--- config.mk ---
export PLATFORM = sky130hd
export DESIGN_NAME = line_buffer_flat
export DESIGN_NICKNAME = d
export VERILOG_FILES = /design/src/rtl/line_buffer_if.sv /design/src/rtl/line_buffer.sv /design/src/flat_wrapper.sv
export SDC_FILE = /design/constraint.sdc
export NUM_CORES = 1
export LEC_CHECK = 0
export BUFFER_PORTS_ARGS = -buffer_cell sky130_fd_sc_hd__buf_2
export CORE_ASPECT_RATIO = 0.5
export CORE_UTILIZATION = 50
export CTS_BUF_LIST = sky130_fd_sc_hd__clkbuf_4
export DETAILED_ROUTE_END_ITERATION = 12
export PLACE_DENSITY_LB_ADDON = 0.2
export REMOVE_ABC_BUFFERS = 1
export SYNTH_ARGS = -nofsm -noshare
export SYNTH_HDL_FRONTEND = slang
export SYNTH_SLANG_ARGS = --single-unit
export TNS_END_PERCENT = 20
--- constraint.sdc ---
create_clock -name clk -period 3.1 [get_ports clk]
set_input_delay 0.62 -clock clk [delete_from_list [all_inputs] [get_ports clk]]
set_output_delay 0.62 -clock clk [all_outputs]
set_load 0.05 [all_outputs]
--- src/rtl/line_buffer_if.sv ---
// ---------------------------------------------------------------------------
// line_buffer_if
// Pixel-stream and window-output bundle for the line_buffer sliding-window
// generator.
//   i_in_valid     : pixel qualifier (source -> line_buffer)
//   i_in_pixel     : raster-order pixel value (source -> line_buffer)
//   o_window_valid : one-cycle strobe for o_window / o_if_x / o_if_y
//   o_window       : KX*KY window, element (wy,wx) at [(wy*KX+wx)*I_F_BW +: I_F_BW]
//   o_if_x, o_if_y : window top-left coordinate
//   o_frame_done   : end-of-frame pulse (only with LINE_BUFFER_FRAME_DONE_EN)
// Modports: master = pixel source / window consumer side, slave = line_buffer.
// ---------------------------------------------------------------------------
interface line_buffer_if #(
    parameter int I_F_BW = 8,
    parameter int IX     = 28,
    parameter int IY     = 28,
    parameter int KX     = 5,
    parameter int KY     = 5
);
    logic                       i_in_valid;
    logic [I_F_BW-1:0]          i_in_pixel;
    logic                       o_window_valid;
    logic [KX*KY*I_F_BW-1:0]    o_window;
    logic [$clog2(IX)-1:0]      o_if_x;
    logic [$clog2(IY)-1:0]      o_if_y;
`ifdef LINE_BUFFER_FRAME_DONE_EN
    logic                       o_frame_done;

    modport master (
        output i_in_valid, i_in_pixel,
        input  o_window_valid, o_window, o_if_x, o_if_y, o_frame_done
    );
    modport slave (
        input  i_in_valid, i_in_pixel,
        output o_window_valid, o_window, o_if_x, o_if_y, o_frame_done
    );
`else
    modport master (
        output i_in_valid, i_in_pixel,
        input  o_window_valid, o_window, o_if_x, o_if_y
    );
    modport slave (
        input  i_in_valid, i_in_pixel,
        output o_window_valid, o_window, o_if_x, o_if_y
    );
`endif
endinterface

--- src/rtl/line_buffer.sv ---
// ---------------------------------------------------------------------------
// line_buffer
// Streaming KX x KY sliding-window generator for the convolution front end.
// Takes one raster-order pixel per valid cycle from an IX x IY feature map and
// emits the complete window (plus its top-left coordinate) one cycle after
// the pixel that completes it is accepted. No backpressure.
// Ports:
//   clk     : rising-edge clock
//   reset_n : synchronous reset, ACTIVE-HIGH despite the name
//   bus     : line_buffer_if.slave (pixel in, window / coordinates out)
// Optional feature macro: LINE_BUFFER_FRAME_DONE_EN adds bus.o_frame_done, a
// one-cycle pulse coincident with the last window of each frame.
// ---------------------------------------------------------------------------
module line_buffer #(
    parameter int I_F_BW = 8,
    parameter int IX     = 28,
    parameter int IY     = 28,
    parameter int KX     = 5,
    parameter int KY     = 5
) (
    input  logic          clk,
    input  logic          reset_n,
    line_buffer_if.slave  bus
);
    localparam int XW = $clog2(IX);
    localparam int YW = $clog2(IY);
    localparam int WW = KX * KY * I_F_BW;

    localparam logic [XW-1:0] X_LAST      = XW'(IX - 1);
    localparam logic [YW-1:0] Y_LAST      = YW'(IY - 1);
    localparam logic [XW-1:0] X_FIRST_WIN = XW'(KX - 1);
    localparam logic [YW-1:0] Y_FIRST_WIN = YW'(KY - 1);

    logic [XW-1:0]     r_x;
    logic [YW-1:0]     r_y;
    // r_lmem[0] is the oldest stored line, r_lmem[KY-2] the line just above
    logic [I_F_BW-1:0] r_lmem [KY-1][IX];
    logic [WW-1:0]     r_win;
    logic [WW-1:0]     r_out_win;
    logic              r_out_vld;
    logic [XW-1:0]     r_out_x;
    logic [YW-1:0]     r_out_y;

    logic [I_F_BW-1:0] w_col [KY];
    logic [WW-1:0]     w_win_next;
    logic              w_accept;
    logic              w_emit;

    assign w_accept = bus.i_in_valid;
    // Only columns x >= KX-1 close a window, so no window spans a line wrap;
    // y >= KY-1 guarantees every row comes from the current frame.
    assign w_emit   = w_accept && (r_x >= X_FIRST_WIN) && (r_y >= Y_FIRST_WIN);

    // New column: stored pixels above the current x, incoming pixel at bottom.
    always_comb begin
        for (int k = 0; k < KY; k++) begin
            w_col[k] = '0;
        end
        for (int k = 0; k < KY - 1; k++) begin
            w_col[k] = r_lmem[k][r_x];
        end
        w_col[KY-1] = bus.i_in_pixel;
    end

    // Shift every window row left by one column and append the new column.
    always_comb begin
        w_win_next = r_win;
        for (int wy = 0; wy < KY; wy++) begin
            for (int wx = 0; wx < KX - 1; wx++) begin
                w_win_next[(wy*KX+wx)*I_F_BW +: I_F_BW] = r_win[(wy*KX+wx+1)*I_F_BW +: I_F_BW];
            end
            w_win_next[(wy*KX+KX-1)*I_F_BW +: I_F_BW] = w_col[wy];
        end
    end

    // Line memories: each column shifts up one line per accepted pixel, so
    // contents are never cleared; stale lines are masked by the y rule.
    always_ff @(posedge clk) begin
        if (w_accept && !reset_n) begin
            for (int k = 0; k < KY - 1; k++) begin
                r_lmem[k][r_x] <= w_col[k+1];
            end
        end
    end

    // Stage boundary: accepted pixel -> registered window outputs.
    always_ff @(posedge clk) begin
        if (reset_n) begin
            r_x       <= '0;
            r_y       <= '0;
            r_win     <= '0;
            r_out_win <= '0;
            r_out_vld <= 1'b0;
            r_out_x   <= '0;
            r_out_y   <= '0;
        end else begin
            r_out_vld <= w_emit;
            if (w_accept) begin
                r_win <= w_win_next;
                if (r_x == X_LAST) begin
                    r_x <= '0;
                    r_y <= (r_y == Y_LAST) ? '0 : r_y + YW'(1);
                end else begin
                    r_x <= r_x + XW'(1);
                end
                if (w_emit) begin
                    r_out_win <= w_win_next;
                    r_out_x   <= r_x - X_FIRST_WIN;
                    r_out_y   <= r_y - Y_FIRST_WIN;
                end
            end
        end
    end

    assign bus.o_window_valid = r_out_vld;
    assign bus.o_window       = r_out_win;
    assign bus.o_if_x         = r_out_x;
    assign bus.o_if_y         = r_out_y;

`ifdef LINE_BUFFER_FRAME_DONE_EN
    logic r_frame_done;

    always_ff @(posedge clk) begin
        if (reset_n) begin
            r_frame_done <= 1'b0;
        end else begin
            r_frame_done <= w_accept && (r_x == X_LAST) && (r_y == Y_LAST);
        end
    end

    assign bus.o_frame_done = r_frame_done;
`endif

endmodule

--- src/flat_wrapper.sv ---
// flat-port wrapper written by rule: the top's interface ports become plain ports
module line_buffer_flat 
#(
    parameter int I_F_BW = 8,
    parameter int IX     = 28,
    parameter int IY     = 28,
    parameter int KX     = 5,
    parameter int KY     = 5
)
  (clk, reset_n, bus_i_in_valid, bus_i_in_pixel, bus_o_window_valid, bus_o_window, bus_o_if_x, bus_o_if_y);
  line_buffer_if #(.I_F_BW(I_F_BW), .IX(IX), .IY(IY), .KX(KX), .KY(KY)) bus_i ();
  input  logic clk;
  input  logic reset_n;
  input wire logic [$bits(bus_i.i_in_valid)-1:0] bus_i_in_valid;
  input wire logic [$bits(bus_i.i_in_pixel)-1:0] bus_i_in_pixel;
  output wire logic [$bits(bus_i.o_window_valid)-1:0] bus_o_window_valid;
  output wire logic [$bits(bus_i.o_window)-1:0] bus_o_window;
  output wire logic [$bits(bus_i.o_if_x)-1:0] bus_o_if_x;
  output wire logic [$bits(bus_i.o_if_y)-1:0] bus_o_if_y;
  assign bus_i.i_in_valid = bus_i_in_valid;
  assign bus_i.i_in_pixel = bus_i_in_pixel;
  assign bus_o_window_valid = bus_i.o_window_valid;
  assign bus_o_window = bus_i.o_window;
  assign bus_o_if_x = bus_i.o_if_x;
  assign bus_o_if_y = bus_i.o_if_y;
  line_buffer #(.I_F_BW(I_F_BW), .IX(IX), .IY(IY), .KX(KX), .KY(KY)) u_core (.clk(clk), .reset_n(reset_n), .bus(bus_i));
endmodule
### Yosys cells after proc, flatten, opt, wreduce, memory -nomap -nowiden

Memories as Yosys holds them, arrays and structs flattened.
Cells that the tools add are included.

| cells by class | value |
|---|---|
| $add $sub $neg | 4 |
| $lt $le $gt $ge | 4 |
| equality and inequality tests | 2 |
| multiplexer cells | 18 |
| bitwise logic cells | 1 |
| reductions and logical operators | 7 |

Operators by type and width:

| kind | count |
|---|---|
| $mux 224 | 1 |
| $bmux 8 s5 | 4 |
| $mux 8 | 9 |
| $demux 8 s5 | 1 |
| $add 5x1->5 const B | 2 |
| $eq 5x5->1 const B | 2 |
| $ge 5x3->1 const B | 2 |
| $mux 5 | 2 |
| $sub 5x3->5 const B | 2 |
| $ge 6x6->1 const B | 1 |
| $lt 6x1->1 const B | 1 |
| $not 5->6 | 1 |
| $logic_and 1x1->1 | 4 |
| $reduce_and 2->1 | 2 |
| $logic_not 1->1 | 1 |
| $mux 1 | 1 |

| storage, ports and cells | value |
|---|---|
| register bits after elaboration | 421 |
| bits in writable memories | 896 |
| input bits | 11 |
| word-level logic and storage cells | 44 |
| memories kept | 1 |

Memories:

| memory | words | width | read ports | clocked after memory_dff | wr ports | RTL line | source |
|---|---|---|---|---|---|---|---|
| u_core.r_lmem | 4 | 224 | 4 | 0 | 4 | line_buffer.sv:37 | `logic [I_F_BW-1:0] r_lmem [KY-1][IX];` |

### Depth between registers and ports, before layout

| logic depth | value |
|---|---|
| depth after elaboration | 6 |
| mapped depth | 14 |
| gate-level depth less buffers | 7 |

### Least setup slack after synthesis

Ideal clock, no wire load.

| timing path | value |
|---|---|
| kind | register to register |
| from | reg u_core.r_x[1] |
| to | mem u_core.r_lmem[0][24] (netlist bit), enable pin |
| setup time | 0.421 ns |
| arrival time | 2.821 ns |
| slack | -0.143 ns |
| stages on the path, launching flop included | 10 |
| buffers on the path | 5 |
| clock period less this slack | 3.243 ns |
| cells stage by stage | dfxtp_1 > buf_4 > buf_6 > buf_6 > buf_6 > buf_4 > inv_1 > ha_1 > nand2_1 > nor2_1 |

RTL lines:

| element | RTL line | source |
|---|---|---|
| from (decl) | line_buffer.sv:34 | `logic [XW-1:0] r_x;` |
| from (signal assigned) | line_buffer.sv:104 | `r_x <= r_x + XW'(1);` |
| to (decl) | line_buffer.sv:37 |  |

==> impl_metrics.tcl <==
set metrics [dict create \
    grt_pass1_wl_mm 186 \
    hpwlAfterDp_mm 76.5 \
    viasPerCell 5.74 \
    rows 79 \
    yosys.area.top_type_share_pct 55.9 \
    maxSlewViolCount 0 \
    io_pins 222 \
    ff2ff_path_depth 7 \
    min_period_over_period_pct 98.6 \
    dr_total_vias 30037 \
    cts_buffers 301 \
    instances_no_fill 5233 \
    fmax_mhz 327 \
    placement.io_buffers 221 \
    grt_overflow_total 0 \
    ys_ff_latch 1277 \
    hold_path_class "register to register" \
    crit_fanout 28 \
    relSlewSlack_pct 34.5 \
    wl_mm 128 \
    rsz0062_at_grt "yes" \
    grt_max_degree 182 \
    arrival_ns 3.91 \
    synth.yosys.warnings 0 \
    synth-edff-count 896 \
    outcome "complete, no violations" \
    fin_tns_setup_ns 0 \
    yosysSeqAreaShare_pct 71.8 \
    dp.cells 4736 \
    routabilityCongestion 0.826 \
    setup-violations-final 0 \
    route.detailed.drc 0 \
    cellPowerDensity_nw_per_um2 604 \
    cp-start-kind "register" \
    synth_top_area_cell "edfxtp_1" \
    dp_slack_ns -0.0966 \
    hold_violations 0 \
    die_h_um 221 \
    ys_async_sr_fraction_pct 0 \
    synthCells 3267 \
    clkLatencyLatePin_ns 1.22 \
    drive_gt1_share_pct 26.0 \
    max_cap_viol_count 0 \
    path_clk_slew_ns 0.08 \
    synth_area_per_cell_um2 14.7 \
    ant_nets 0 \
    critical_path_class "register to register" \
    clockBufferDepth 4 \
    period_minus_slack_ns 3.06 \
    p_leak_nw 19.5 \
    netlist_area_um2 48100 \
    cts_root_buffer "clkbuf_4" \
    cts_tree "done" \
    yosys-top-cells-area "edfxtp_1 56%, dfxtp_1 16%, mux2i_1 10%" \
    drtIter0Drc 2876 \
    synthFlopType "edfxtp_1" \
    drt_pass1_iterations 6 \
    cts_setup_buffers 0 \
    timing.final.ws_setup_ns 0.0434 \
    min_path_cells 2 \
    cts.sinks 1277 \
    cp.required_ns 3.95 \
    cts_max_level 5 \
    die_x_um 441 \
    grt_pass1_vias 28435 \
    wl_per_cell_um 24.5 \
    antenna_found_initial 2 \
    start_util_pct 51.1 \
    tightest_slew_ns 0.980 \
    vdd.ir_drop.worst_mv 0.344 \
    die_area_um2 97500 \
    core_region_area_um2 94100 \
    finalNetCount 3819 \
    nFillCells 7349 \
    skew_ns 0.0752 \
    netlist-cell-type-count 48 \
    syn2layout_area_growth_pct 15.9 \
    grt_usage_pct 26.0 \
    endpoint_kind "register" \
]
## synth_stat cells, types with 11 or more instances
| library cell | instances |
|---|---|
| a211o_1 | 15 |
| a211oi_1 | 18 |
| a211oi_2 | 42 |
| a21oi_1 | 184 |
| a22oi_1 | 27 |
| buf_2 | 64 |
| buf_4 | 27 |
| buf_6 | 19 |
| clkbuf_1 | 91 |
| dfxtp_1 | 381 |
| edfxtp_1 | 896 |
| ha_1 | 14 |
| inv_1 | 32 |
| mux2i_1 | 502 |
| mux4_2 | 38 |
| nand2_1 | 365 |
| nand3_1 | 22 |
| nor2_1 | 248 |
| nor4_1 | 11 |
| o22ai_1 | 153 |
| or4_1 | 21 |
## cell usage in the layout, fill, tap and decap left out, types with 5 or more instances in the layout
cell type and count:
edfxtp_1 896, mux2i_1 502, clkbuf_4 455, dfxtp_1 378, nand2_1 365, nor2_1 220, buf_2 219, a21oi_1 183
buf_4 156, o22ai_1 153, buf_12 50, a211oi_2 42, mux4_2 38, inv_1 32, nor2_4 28, a22oi_1 27
nand3_1 22, or4_1 21, clkinv_1 21, a211oi_1 18, a211o_1 15, ha_1 14, nor4_1 11, and3_1 10
dlygate4sd3_1 10, a311oi_1 8, o22ai_2 7, and3_4 7, diode_2 5, nand4_1 5, inv_2 5, nor3_1 5
## path summary, 6_finish.rpt
kind / from / endpoint / slack, ns
hold / removal: u_core.r_win[94] / u_core.bus.o_window[86] / 0.44
setup reg to reg: u_core.r_x[2] / u_core.r_lmem[2][6] / 0.04
setup / recovery: u_core.r_x[2] / u_core.r_lmem[2][6] / 0.04
hold reg to reg: u_core.r_win[94] / u_core.bus.o_window[86] / 0.44
## metrics by stage
stage	cell area (um^2)	hold slack, ns	total power (W)	util, %
final	55700	0.441	0.0337	59.2
after global placement	52100	0.440	0.0210	55.4
after detailed placement	52100	0.443	0.0210	55.4
after CTS	55700	0.370	0.0339	59.2
after global routing	55700	0.433	0.0349	59.2
after floorplan	47000	0.425	0.0206	-
## cell type report
type | instances | area [um^2] | area share [%]
Multi-Input combinational cell | 1744 | 12600 | 22.5
Antenna cell | 5 | 12.5 | 0.0224
Inverter | 33 | 124 | 0.222
Clock buffer | 455 | 3420 | 6.13
Timing Repair Buffer | 437 | 3400 | 6.10
Tap cell | 1255 | 1570 | 2.82
Clock inverter | 27 | 129 | 0.231
Sequential cell | 1277 | 34500 | 62.0
## worst max-delay path, cell delays in order (launching register included)
cell and delay [ns]:
dfxtp_1 0.54, buf_4 0.33, nand4b_2 0.26, buf_4 0.28, o22ai_1 0.27, or4_1 0.29, nor2_1 0.13, inv_1 0.61
## layer usage
layer	wire, um	GRT usage (%)	vias to the layer above	share of wire, %
li1	-	-	13413	-
met5	0	0	-	0
met1	57500	38.7	15077	45
met2	56900	38.0	1365	44
met3	11500	5.51	182	9.0
met4	2310	8.28	0	1.8
## cell families (layout without fill, tap and decap cells)
family,Yosys count,after routing,share of synthesized area (%)
DFF,1277,1277,71.8
other,0,5,0
AOI/OAI and AO/OA,461,461,6.39
muxes,540,540,12.2
and+or+nand+nor,726,726,6.54
xor gates and xnor gates,3,3,0.0546
adders and majority gates,14,14,0.364
buffers and inverters,246,952,2.62
## timing repair
item	4_1_cts	5_1_grt
setup endpoints to repair	0	69
gates resized for setup	0	1
hold buffers	10	0
endpoints found under the hold margin	254	0
## registers in the layout, summed over array words and instances (netlist names)
register,cells
u_core.r_y,5
u_core.bus.o_if_y,5
u_core.r_x,5
u_core.bus.o_window,200
u_core.r_win,160
u_core.r_lmem,896
u_core.bus.o_window_valid,1
u_core.bus.o_if_x,5
## power by group
part,internal [W],switching [W],leakage [nW],total (W)
Sequential,0.0186,0.000105,11.2,0.0187
Combinational,0.000695,0.00128,6.23,0.00198
Clock,0.00670,0.00628,2.16,0.0130
Note: power is estimated with default switching activity, not from simulation.
